### config.mk
export PLATFORM = sky130hd
export DESIGN_NAME = match_timer
export DESIGN_NICKNAME = d
export VERILOG_FILES = /design/src/rtl/match_timer.sv
export SDC_FILE = /design/constraint.sdc
export NUM_CORES = 1
export LEC_CHECK = 0
export CAP_MARGIN = 40
export CORE_MARGIN = 2
export CORE_UTILIZATION = 60
export CTS_CLUSTER_DIAMETER = 80
export DETAILED_ROUTE_END_ITERATION = 8
export DONT_BUFFER_PORTS = 1
export PLACE_DENSITY = 0.76
export SYNTH_ARGS = -nofsm -noshare
export SYNTH_HDL_FRONTEND = slang
export SYNTH_SLANG_ARGS = --single-unit
### constraint.sdc
create_clock -name clk -period 3.2 [get_ports clk]
set_input_delay 0.64 -clock clk [delete_from_list [all_inputs] [get_ports clk]]
set_output_delay 0.64 -clock clk [all_outputs]
set_load 0.01 [all_outputs]
### src/rtl/match_timer.sv
// Prescaled one-second timer: counts whole seconds up to a latched limit, with
// pause/restart/clear, one-shot or periodic mode and a one-cycle done pulse.
module match_timer #(
    parameter int PRESCALE = 50,
    parameter int CNT_W    = 8
) (
    input  logic             clk,
    input  logic             rst_n,
    input  logic             start,
    input  logic             pause,
    input  logic             clear,
    input  logic             mode,
    input  logic [CNT_W-1:0] limit,
    output logic [CNT_W-1:0] count,
    output logic             tick,
    output logic             done,
    output logic             busy,
    output logic             expired
);

    localparam int PS_W = (PRESCALE > 2) ? $clog2(PRESCALE) : 1;

    typedef enum logic [1:0] {S_IDLE, S_RUN, S_PAUSED, S_EXPIRED} state_t;

    state_t           r_state;
    logic [PS_W-1:0]  r_presc;
    logic [CNT_W-1:0] r_count;
    logic [CNT_W-1:0] r_limit;
    logic             r_mode;
    logic             r_tick;
    logic             r_done;
    logic             r_expired;

    logic w_last_presc;
    logic w_last_sec;

    assign w_last_presc = (r_presc == PS_W'(PRESCALE - 1));
    assign w_last_sec   = (r_count == r_limit - CNT_W'(1));

    always_ff @(posedge clk) begin
        if (!rst_n) begin
            r_state   <= S_IDLE;
            r_presc   <= '0;
            r_count   <= '0;
            r_limit   <= '0;
            r_mode    <= 1'b0;
            r_tick    <= 1'b0;
            r_done    <= 1'b0;
            r_expired <= 1'b0;
        end else begin
            r_tick <= 1'b0;
            r_done <= 1'b0;
            if (clear) begin
                r_state   <= S_IDLE;
                r_presc   <= '0;
                r_count   <= '0;
                r_expired <= 1'b0;
            end else if (start) begin
                r_state   <= S_RUN;
                r_limit   <= (limit == '0) ? CNT_W'(1) : limit;
                r_mode    <= mode;
                r_presc   <= '0;
                r_count   <= '0;
                r_expired <= 1'b0;
            end else begin
                case (r_state)
                    // Releasing pause advances the prescaler on that same edge,
                    // so only the cycles with pause high are lost.
                    S_RUN, S_PAUSED: begin
                        if (pause) begin
                            r_state <= S_PAUSED;
                        end else begin
                            r_state <= S_RUN;
                            if (w_last_presc) begin
                                r_presc <= '0;
                                r_tick  <= 1'b1;
                                if (w_last_sec) begin
                                    r_done <= 1'b1;
                                    if (r_mode) begin
                                        r_count <= '0;
                                    end else begin
                                        r_count   <= r_limit;
                                        r_state   <= S_EXPIRED;
                                        r_expired <= 1'b1;
                                    end
                                end else begin
                                    r_count <= r_count + CNT_W'(1);
                                end
                            end else begin
                                r_presc <= r_presc + PS_W'(1);
                            end
                        end
                    end
                    default: ;
                endcase
            end
        end
    end

    assign count   = r_count;
    assign tick    = r_tick;
    assign done    = r_done;
    assign expired = r_expired;
    assign busy    = (r_state == S_RUN) || (r_state == S_PAUSED);

endmodule

======== Word level (Yosys, flattened, before mapping) ========
Index checks and enable logic that the tools add are counted.
cells by class
  add/subtract/negate cells ............... 3
  eq/ne operators ......................... 4
  mux-type cells .......................... 12
  bitwise operators ....................... 6
  reductions and logical operators ........ 12
operators by type and width
  operator             count
  $mux 8               3
  $add 8x1->8 const B  1
  $eq 8x8->1           1
  $logic_not 8->1      1
  $mux 2               4
  $sub 8x1->8 const B  1
  $add 6x1->6 const B  1
  $eq 6x6->1 const B   1
  $mux 6               1
  $not 1->1            6
  $reduce_or 6->1      1
  $reduce_and 5->1     1
  $reduce_or 5->1      1
  $mux 1               4
  $reduce_and 2->1     2
  $reduce_or 2->1      2
  $reduce_and 3->1     1
  $reduce_or 3->1      1
  $eq 2x1->1 const B   1
  $eq 2x2->1 const B   1
  $reduce_bool 2->1    1
  $logic_or 1x1->1     1
storage, ports and cells
  register bits ........................... 28
  input bits .............................. 14
  output and inout bits ................... 12

======== Logic depth before layout (Yosys ltp) ========
Gate-level depths: netlist (run 1).
  depth in word-level cells ............... 7
  depth in mapped cells ................... 10
  gate-level depth less buffers ........... 8

======== Least setup slack after synthesis (run 1) ========
No wires, ideal clock.
  path type ............................... register to register
  start ................................... reg r_limit[0]
  end ..................................... reg r_state[1]
  library setup time ...................... 0.071 ns
  arrival time ............................ 2.187 ns
  required time ........................... 3.129 ns
  slack ................................... 0.942 ns
  cell stages (with the launch flop) ...... 10
  buffers on the path ..................... 1
  period minus slack after synthesis ...... 2.258 ns
  path through ............................ dfxtp_1 inv_1 ha_1 clkbuf_2 o21ai_0 or4b_1 o31ai_2 o211ai_4 or4_1 a21oi_1
on the way
  longest elaborated chain between the ends .. 5
RTL lines
  what                      line  text
  start: declaration        28    logic [CNT_W-1:0] r_limit;
  start signal: assignment  60    r_limit <= (limit == '0) ? CNT_W'(1) : limit;
  $sub 8x1->8               38    assign w_last_sec = (r_count == r_limit - CNT_W'(1));
  $eq 8x8->1                38
  $mux 2                    77    if (w_last_sec) begin
  $mux 2                    74    if (w_last_presc) begin
  $mux 2                    70    if (pause) begin
  end signal: assignment    42    r_state <= S_IDLE;
  end signal: assignment    71    r_state <= S_PAUSED;
  end signal: assignment    73    r_state <= S_RUN;
  end: declaration          25    state_t r_state;
No other way between the ends.
A chain may end at the register's enable or synchronous reset.

======== Worst setup path after layout (run 1) ========
  start ................................... reg r_limit[0]
  end ..................................... reg r_count[7], in the netlist count[7]
on the way
  longest elaborated chain between the ends .. 3
RTL lines
  what                    line  text
  $sub 8x1->8             38
  $eq 8x8->1              38
  $mux 8                  77
  end signal: assignment  82    r_count <= r_limit;
  end signal: assignment  87    r_count <= r_count + CNT_W'(1);
  end: declaration        27    logic [CNT_W-1:0] r_count;
No other way between the ends.

==> flow_summary_export.csv, run 1 <==
group,metric,value,unit
place,place_area,0.001602,mm^2
clock_network,clk_pin_slew,0.16,ns
cells_and_area,final_cell_mix,"dfxtp_1 (28), nand2_1 (24), nor2_1 (15), xnor2_1 (12), inv_1 (11)",
timing,clock_skew,0.01269,ns
grt,grt.total_usage,22.40,%
grt,grt_start_max_net_pins,23,
floorplan,core,0.002522,mm^2
route,ant_nets,0,
worst_setup_path,rrSetupSlack,0.57,ns
grt,grt_pass1_wl,5699,um
synthesis,ys.flop_type,"dfxtp_1",
synthesis,synth-seq-cells,28,
worst_setup_path,max_stage_delay,0.49,ns
cells_and_area,nNetsFinal,209,
synthesis,ys_types,45,
clock_network,htreeDepth,1,
synthesis,ys_seq_area_share,34.78,%
job,cap_violations,0,
grt,grt_antenna_before_repair,0,
min_path,min_path_type,"input pin to flip-flop",
route,dr.pass1.iters,4,
timing,tightest_slew,0.6467,ns
route,vias,1342,
clock_network,cts_resized,0,
cells_and_area,area_growth_syn_to_layout,2.640,%
cells_and_area,finalInstanceArea,0.001654,mm^2
worst_setup_path,critPathRequiredTime,3.45,ns
clock_network,post_cts_buffers,0,
worst_setup_path,crit_path_top_delay_cell,"or4b_1",
worst_setup_path,crit_chain,"inv_1, ha_1, o21ai_0, or4b_1, o31ai_2, o211ai_4, or4_1, a31oi_1",
grt,globalRouteOverflowTotal,0,
place,port_buffers,0,
floorplan,die_x,55.83,um
floorplan,die_h,55.83,um
synthesis,mappedNetlistArea,0.001612,mm^2
cells_and_area,n_antenna_cell,0,
floorplan,rows,18,
clock_network,cts_buffers,3,
clock_network,cts_hold_buf,0,
synthesis,synthSimpleGateAreaFrac,27.02,%
power,vdd_drop_max,0.3021,mV
power,p_per_area,397.6,mW/mm^2
route,routed_wl,3223,um
route,first_iter_violations,35,
route,drc,0,
synthesis,synth_top_family_by_area,"simple AND/OR/NAND/NOR gates",
synthesis,yosysTopAreaCell,"dfxtp_1",
timing,min_period,2.629,ns
synthesis,synth_warnings,0,
status,status,"complete, no violations",
worst_setup_path,critPathMaxFanout,17,
floorplan,io_pins,26,
route,wire_per_inst,14.65,um
synthesis,ys_top_cells_by_area,"dfxtp_1 (35%), xnor2_1 (6.5%), nand2_1 (5.6%)",
timing,max_freq,0.3804,GHz
place,dp_slack,0.6697,ns
clock_network,cts_tree,"built",
timing,tns,0,ns
clock_network,cts_root_buf,"clkbuf_4",
cells_and_area,drive_gt1_share,6.842,%
floorplan,initial_utilization,63.89,%
route,via_per_inst,6.100,
timing,fin_hold_ws,0.3554,ns
clock_network,clock_latency,0.33,ns
power,power,0.0006577,W
clock_network,clock_path_buffers,2,
timing,final-setup-viol-count,0,
synthesis,synth_xor_area_share,11.34,%
timing,setup_ws,0.5709,ns
synthesis,ys_async_sr_fraction,0,%
synthesis,synth_nets,214,
worst_setup_path,crit_buf_inv,1,
timing,report.final.slew_viol_count,0,
synthesis,synth_edf_count,0,
synthesis,yosys.area_share.adder,3.727,%
worst_setup_path,critPathTopFamily,"simple AND/OR/NAND/NOR gates",
synthesis,syn_inst,196,
floorplan,die-area,0.003116,mm^2
synthesis,synth_top_area_share,34.78,%
synthesis,synth-compound-area-share,17.00,%
timing,max_slew_margin,56.89,%
timing,period_share,82.16,%
worst_setup_path,end_kind,"flip-flop",
worst_setup_path,worst_ep_arrival_time,2.88,ns
clock_network,cts_sinks,28,
timing,hold_viol,0,
power,p_leak,0.5675,nW
synthesis,avgSynthCellArea,8.222,um^2
worst_setup_path,start_kind,"flip-flop",
timing,rsz0062_at_grt,"no",
synthesis,synth.area.mux_share,0.6211,%
cells_and_area,final_common_cell,"dfxtp_1",
place,place_congestion,0.8680,
grt,grt_pass1_vias,1251,
worst_setup_path,worst-setup-path-type,"flip-flop to flip-flop",
place,dp.final_hpwl,2395,um
[path summary, 6_finish.rpt]
path / startpoint / to / cells past startpoint
worst max-delay path: r_limit[0] / count[7] / 8
worst min-delay path: clear / r_state[0] / 1
worst max register to register: r_limit[0] / count[7] / 8
worst min register to register: expired / expired / 2
[cell type report]
cell class                      count  area (um^2)
Fill cell                         217        868.3
Clock buffer                        3        22.52
Sequential cell                    28        560.5
Multi-Input combinational cell    147        962.2
Clock inverter                      1        30.03
Tap cell                           30        37.54
Inverter                           11        41.29
[through the flow]
stage                     util (%)  instances
after CTS                    65.58        220
after global placement       63.49        216
after detailed placement     63.49        216
after global routing         65.58        220
after floorplan                  -        196
final                        65.58        220
[cell usage after synthesis (3+ instances only)]
cell,n
nand4_1,5
nand3_1,3
or4_1,5
a31oi_1,5
clkbuf_1,6
nor4_1,4
a21boi_0,8
xor2_1,7
a21oi_1,8
ha_1,4
inv_1,11
xnor2_1,12
nor3_1,8
dfxtp_1,28
o21ai_0,9
nor2_1,15
nand2_1,24
[sequential cells by signal (all words and copies together), names as in the netlist]
signal / flops
count: 8
done: 1
expired: 1
r_limit: 8
r_mode: 1
r_presc: 6
r_state: 2
tick: 1
[per-layer routing]
metal  track usage [%]  share of wire, %  vias up
met2             35.20                46       41
li1                  -                 -      673
met3             6.047               7.1        6
met4             8.503               1.4        0
met1             29.42                46      622
met5                 0                 0        -
[logic make-up after synthesis]
| logic type | after synthesis |
|---|---|
| flip-flops | 28 |
| AO/OA/AOI/OAI | 39 |
| adder cells (fa/ha/maj) | 5 |
| multiplexers | 1 |
| buffers and inverters | 21 |
| AND/OR/NAND/NOR | 82 |
| XOR/XNOR | 20 |
[report_power, final]
part           switching (W)  internal, W  leakage [nW]
clock network       0.000105     0.000127        0.0279
logic              0.0000347    0.0000261         0.313
registers          0.0000106     0.000355         0.227
total               0.000150     0.000508         0.568
Note: power is estimated with default switching activity, not from simulation.
==> inputs of run 2 (changes only) <==
==> constraint.sdc (replaced) <==
create_clock -name clk -period 2.67 [get_ports clk]
set_input_delay 0.534 -clock clk [delete_from_list [all_inputs] [get_ports clk]]
set_output_delay 0.534 -clock clk [all_outputs]
set_load 0.01 [all_outputs]
==> flow_summary_export.csv, run 2 (synthesis results as in run 1) <==
group,metric,value,unit
status,status,"complete, no violations",
cells_and_area,nNetsFinal,211,
clock_network,cts_buffers,3,
power,power,0.0007218,W
worst_setup_path,crit_path_top_delay_cell,"or4_1",
cells_and_area,final_common_cell,"dfxtp_1",
worst_setup_path,start_kind,"flip-flop",
power,vdd_drop_max,0.3359,mV
timing,min_period,2.499,ns
worst_setup_path,critPathRequiredTime,2.94,ns
worst_setup_path,critPathTopFamily,"simple AND/OR/NAND/NOR gates",
min_path,min_from,"clear",
route,first_iter_violations,57,
grt,grt_antenna_before_repair,0,
clock_network,cts_resized,0,
grt,grt_pass1_vias,1301,
clock_network,clock_path_buffers,2,
timing,period_share,93.59,%
cells_and_area,drive_gt1_share,8.854,%
timing,final-setup-viol-count,0,
worst_setup_path,max_stage_delay,0.52,ns
place,dp.final_hpwl,2510,um
route,via_per_inst,6.086,
place,port_buffers,0,
worst_setup_path,crit_buf_inv,1,
grt,grt_pass1_wl,5630,um
clock_network,clock_latency,0.33,ns
clock_network,htreeDepth,1,
timing,tightest_slew,0.6495,ns
clock_network,cts_root_buf,"clkbuf_4",
worst_setup_path,worst-setup-path-type,"flip-flop to flip-flop",
timing,max_freq,0.4002,GHz
timing,report.final.slew_viol_count,0,
timing,clock_skew,0.002139,ns
floorplan,die-area,0.003116,mm^2
worst_setup_path,r2r_start,"r_limit[0]",
worst_setup_path,crit_chain,"inv_1, ha_1, o21ai_0, or4b_1, o31ai_2, o211ai_4, or4_1, a21oi_1",
grt,grt.total_usage,22.40,%
cells_and_area,fillers,224,
route,ant_nets,0,
worst_setup_path,critPathMaxFanout,17,
route,dr.pass1.iters,4,
place,place_congestion,0.9188,
clock_network,cts_sinks,28,
cells_and_area,area_growth_syn_to_layout,2.718,%
route,drc,0,
grt,globalRouteOverflowTotal,0,
route,vias,1351,
cells_and_area,n_antenna_cell,0,
route,routed_wl,3283,um
floorplan,die_h,55.83,um
clock_network,clk_pin_slew,0.15,ns
timing,max_slew_margin,56.70,%
grt,grt_start_max_net_pins,23,
cells_and_area,final_cell_mix,"dfxtp_1 (26), nand2_1 (24), nor2_1 (15), xnor2_1 (12), inv_1 (11)",
cells_and_area,seqCellArea,563.0,um^2
job,cap_violations,0,
worst_setup_path,worst_ep_arrival_time,2.77,ns
floorplan,core,0.002522,mm^2
clock_network,cts_tree,"built",
floorplan,rows,18,
worst_setup_path,critPathLaunch,"r_limit[0]",
route,wire_per_inst,14.79,um
timing,hold_viol,0,
power,p_leak,0.5723,nW
timing,fin_hold_ws,0.2520,ns
cells_and_area,multi_input_area,962.2,um^2
power,p_per_area,436.1,mW/mm^2
floorplan,die_x,55.83,um
worst_setup_path,end_kind,"flip-flop",
floorplan,io_pins,26,
min_path,min_path_type,"input pin to flip-flop",
clock_network,cts_hold_buf,0,
clock_network,post_cts_buffers,0,
floorplan,initial_utilization,63.89,%
==> run 2: final timing paths <==
kind / end / slack (ns) / depth (start not counted)
max: r_state[1] / 0.17 / 8
min: r_state[0] / 0.25 / 1
max reg2reg: r_state[1] / 0.17 / 8
min reg2reg: expired / 0.51 / 2
==> run 2: through the flow <==
step                std cells  utilization [%]  cell area (um^2)  setup WS (ns)  setup TNS (ns)
detailed placement        218            64.09              1617         0.1248               0
global placement          218            64.09              1617         0.2978               0
CTS                       222            65.53              1653        0.09657               0
finish                    222            65.63              1655         0.1712               0
floorplan                 196                -              1612         0.4118               0
global route              222            65.63              1655   -0.000008882    -0.000008882
==> run 2: report_power, final <==
group	internal, W	switching [W]	leakage [nW]
Sequential	0.000426	0.0000124	0.228
Clock	0.0000835	0.000128	0.0210
Combinational	0.0000313	0.0000411	0.324
Total	0.000541	0.000181	0.572
==> run 2: area by class of cell <==
class | count | share of cell area, %
Clock buffer | 4 | 2.192
Multi-Input combinational cell | 147 | 58.13
Timing Repair Buffer | 2 | 0.9070
Inverter | 11 | 2.494
Tap cell | 30 | 2.268
Sequential cell | 28 | 34.01
==> run 2: worst reg2reg max path, cell delays in order, from the launching register on <==
cell      delay, ns
dfxtp_2        0.41
inv_1          0.07
ha_1           0.30
o21ai_0        0.19
or4b_1         0.48
o31ai_2        0.11
o211ai_4       0.22
or4_1          0.53
a21oi_1        0.13
==> run 2: per-layer routing <==
metal | global-route usage, % | part of all wire (%)
met5 | 0 | 0
met4 | 9.864 | 1.6
met2 | 34.86 | 46
met3 | 3.721 | 6.5
met1 | 30.58 | 46
==> inputs of run 3 (changes only) <==
--- a/config.mk
+++ b/config.mk
@@ -6,7 +6,7 @@
 export NUM_CORES = 1
 export LEC_CHECK = 0
 export CAP_MARGIN = 40
-export CORE_MARGIN = 2
+export CORE_MARGIN = 3
 export CORE_UTILIZATION = 60
 export CTS_CLUSTER_DIAMETER = 80
 export DETAILED_ROUTE_END_ITERATION = 8
==> flow_summary_export.csv, run 3 (synthesis results as in run 1) <==
group,metric,value,unit
power,pwr-share-seq,61.0,%
cells_and_area,n_antenna_cell,0,
worst_setup_path,end_kind,"flip-flop",
clock_network,cts_tree,"built",
power,netSwitchingFraction,24.64,%
power,internal_power,0.0005407,W
power,p_per_area,435.4,mW/mm^2
route,vias,1330,
worst_setup_path,start_kind,"flip-flop",
clock_network,cts_buffers,3,
route,dr.pass1.iters,4,
route,ant_nets,0,
cells_and_area,final_cell_mix,"dfxtp_1 (26), nand2_1 (24), nor2_1 (15), xnor2_1 (12), inv_1 (11)",
cells_and_area,nNetsFinal,210,
clock_network,clk_pin_slew,0.15,ns
timing,period_share,92.56,%
timing,fin_hold_ws,0.2561,ns
job,cap_violations,0,
clock_network,cts_sinks,28,
route,drc,0,
clock_network,cts_resized,0,
timing,tns,0,ns
worst_setup_path,worst_ep_arrival_time,2.74,ns
power,p_leak,0.5668,nW
route,wire_per_inst,15.26,um
power,combPwrFrac,10.1,%
floorplan,rows,18,
timing,hold_viol,0,
timing,tightest_slew,0.6502,ns
timing,max_slew_margin,56.65,%
route,first_iter_violations,78,
power,power_switching,0.0001768,W
worst_setup_path,critPathMaxFanout,17,
power,vdd_drop_max,0.3601,mV
place,dp_slack,0.1959,ns
status,status,"complete, no violations",
timing,setup_ws,0.1986,ns
timing,min_period,2.471,ns
grt,globalRouteOverflowTotal,0,
place,port_buffers,0,
place,dp.final_hpwl,2531,um
timing,rsz0062_at_grt,"no",
floorplan,die_x,57.83,um
floorplan,die-area,0.003344,mm^2
grt,grt.total_usage,22.28,%
timing,report.final.slew_viol_count,0,
grt,grt_start_max_net_pins,23,
route,via_per_inst,6.018,
clock_network,cts_hold_buf,0,
grt,grt_pass1_wl,5892,um
clock_network,clock_latency,0.33,ns
floorplan,die_h,57.83,um
floorplan,core,0.002522,mm^2
place,place_congestion,0.9000,
timing,max_freq,0.4046,GHz
cells_and_area,drive_gt1_share,8.377,%
timing,final-setup-viol-count,0,
route,routed_wl,3373,um
min_path,min_path_type,"input pin to flip-flop",
cells_and_area,area_growth_syn_to_layout,2.252,%
clock_network,cts_root_buf,"clkbuf_4",
floorplan,io_pins,26,
grt,grt_antenna_before_repair,0,
cells_and_area,final_common_cell,"dfxtp_1",
clock_network,clock_path_buffers,2,
worst_setup_path,critPathRequiredTime,2.94,ns
clock_network,htreeDepth,1,
power,power_frac_clock,28.9,%
worst_setup_path,worst-setup-path-type,"flip-flop to flip-flop",
floorplan,initial_utilization,63.89,%
grt,grt_pass1_vias,1340,
clock_network,post_cts_buffers,0,
timing,clock_skew,0.006191,ns
[run 3: power by group through the flow]
stage                     registers, W  clock network, W   logic, W
after global routing          0.000440          0.000235  0.0000821
after global placement        0.000446                 0  0.0000684
after floorplan               0.000442                 0  0.0000656
after CTS                     0.000437          0.000217  0.0000722
final                         0.000438          0.000208  0.0000724
after detailed placement      0.000446                 0  0.0000719
[run 3: final timing paths]
path	cells after the start	start	to	slack [ns]
max	8	r_limit[0]	count[4]	0.20
min	1	clear	r_state[0]	0.26
min reg2reg	2	expired	expired	0.50
max reg2reg	8	r_limit[0]	count[4]	0.20
[run 3: routing by layer]
metal  track usage (%)  share of wire (%)  vias up
li1                  -                  -      677
met1             30.07                 47      603
met2             35.48                 45       45
met3             4.454                6.9        5
met4             7.616                1.5        0
met5                 0                  0        -
[run 3: worst max-delay path: stages (launching register included)]
cell,delay (ns)
dfxtp_2,0.41
inv_1,0.08
ha_1,0.30
o21ai_0,0.18
or4b_1,0.47
o31ai_2,0.11
o211ai_4,0.21
or4b_1,0.52
a21oi_1,0.13
[run 3: final cells by class]
class	count	area, um^2
tap	30	37.54
clock buffer	4	36.28
timing repair buffer	1	7.507
fill	226	874.6
multi-input combinational	147	962.2
sequential	28	563.0
inverter	11	41.29
[run 3: through the flow]
stage	cell area, um^2	power [W]	utilization, %	std cells
finish	1648	0.0007175	65.33	221
detailed placement	1609	0.0005182	63.79	217
floorplan	1612	0.0005077	-	196
global placement	1609	0.0005144	63.79	217
CTS	1645	0.0007261	65.23	221
global route	1648	0.0007567	65.33	221
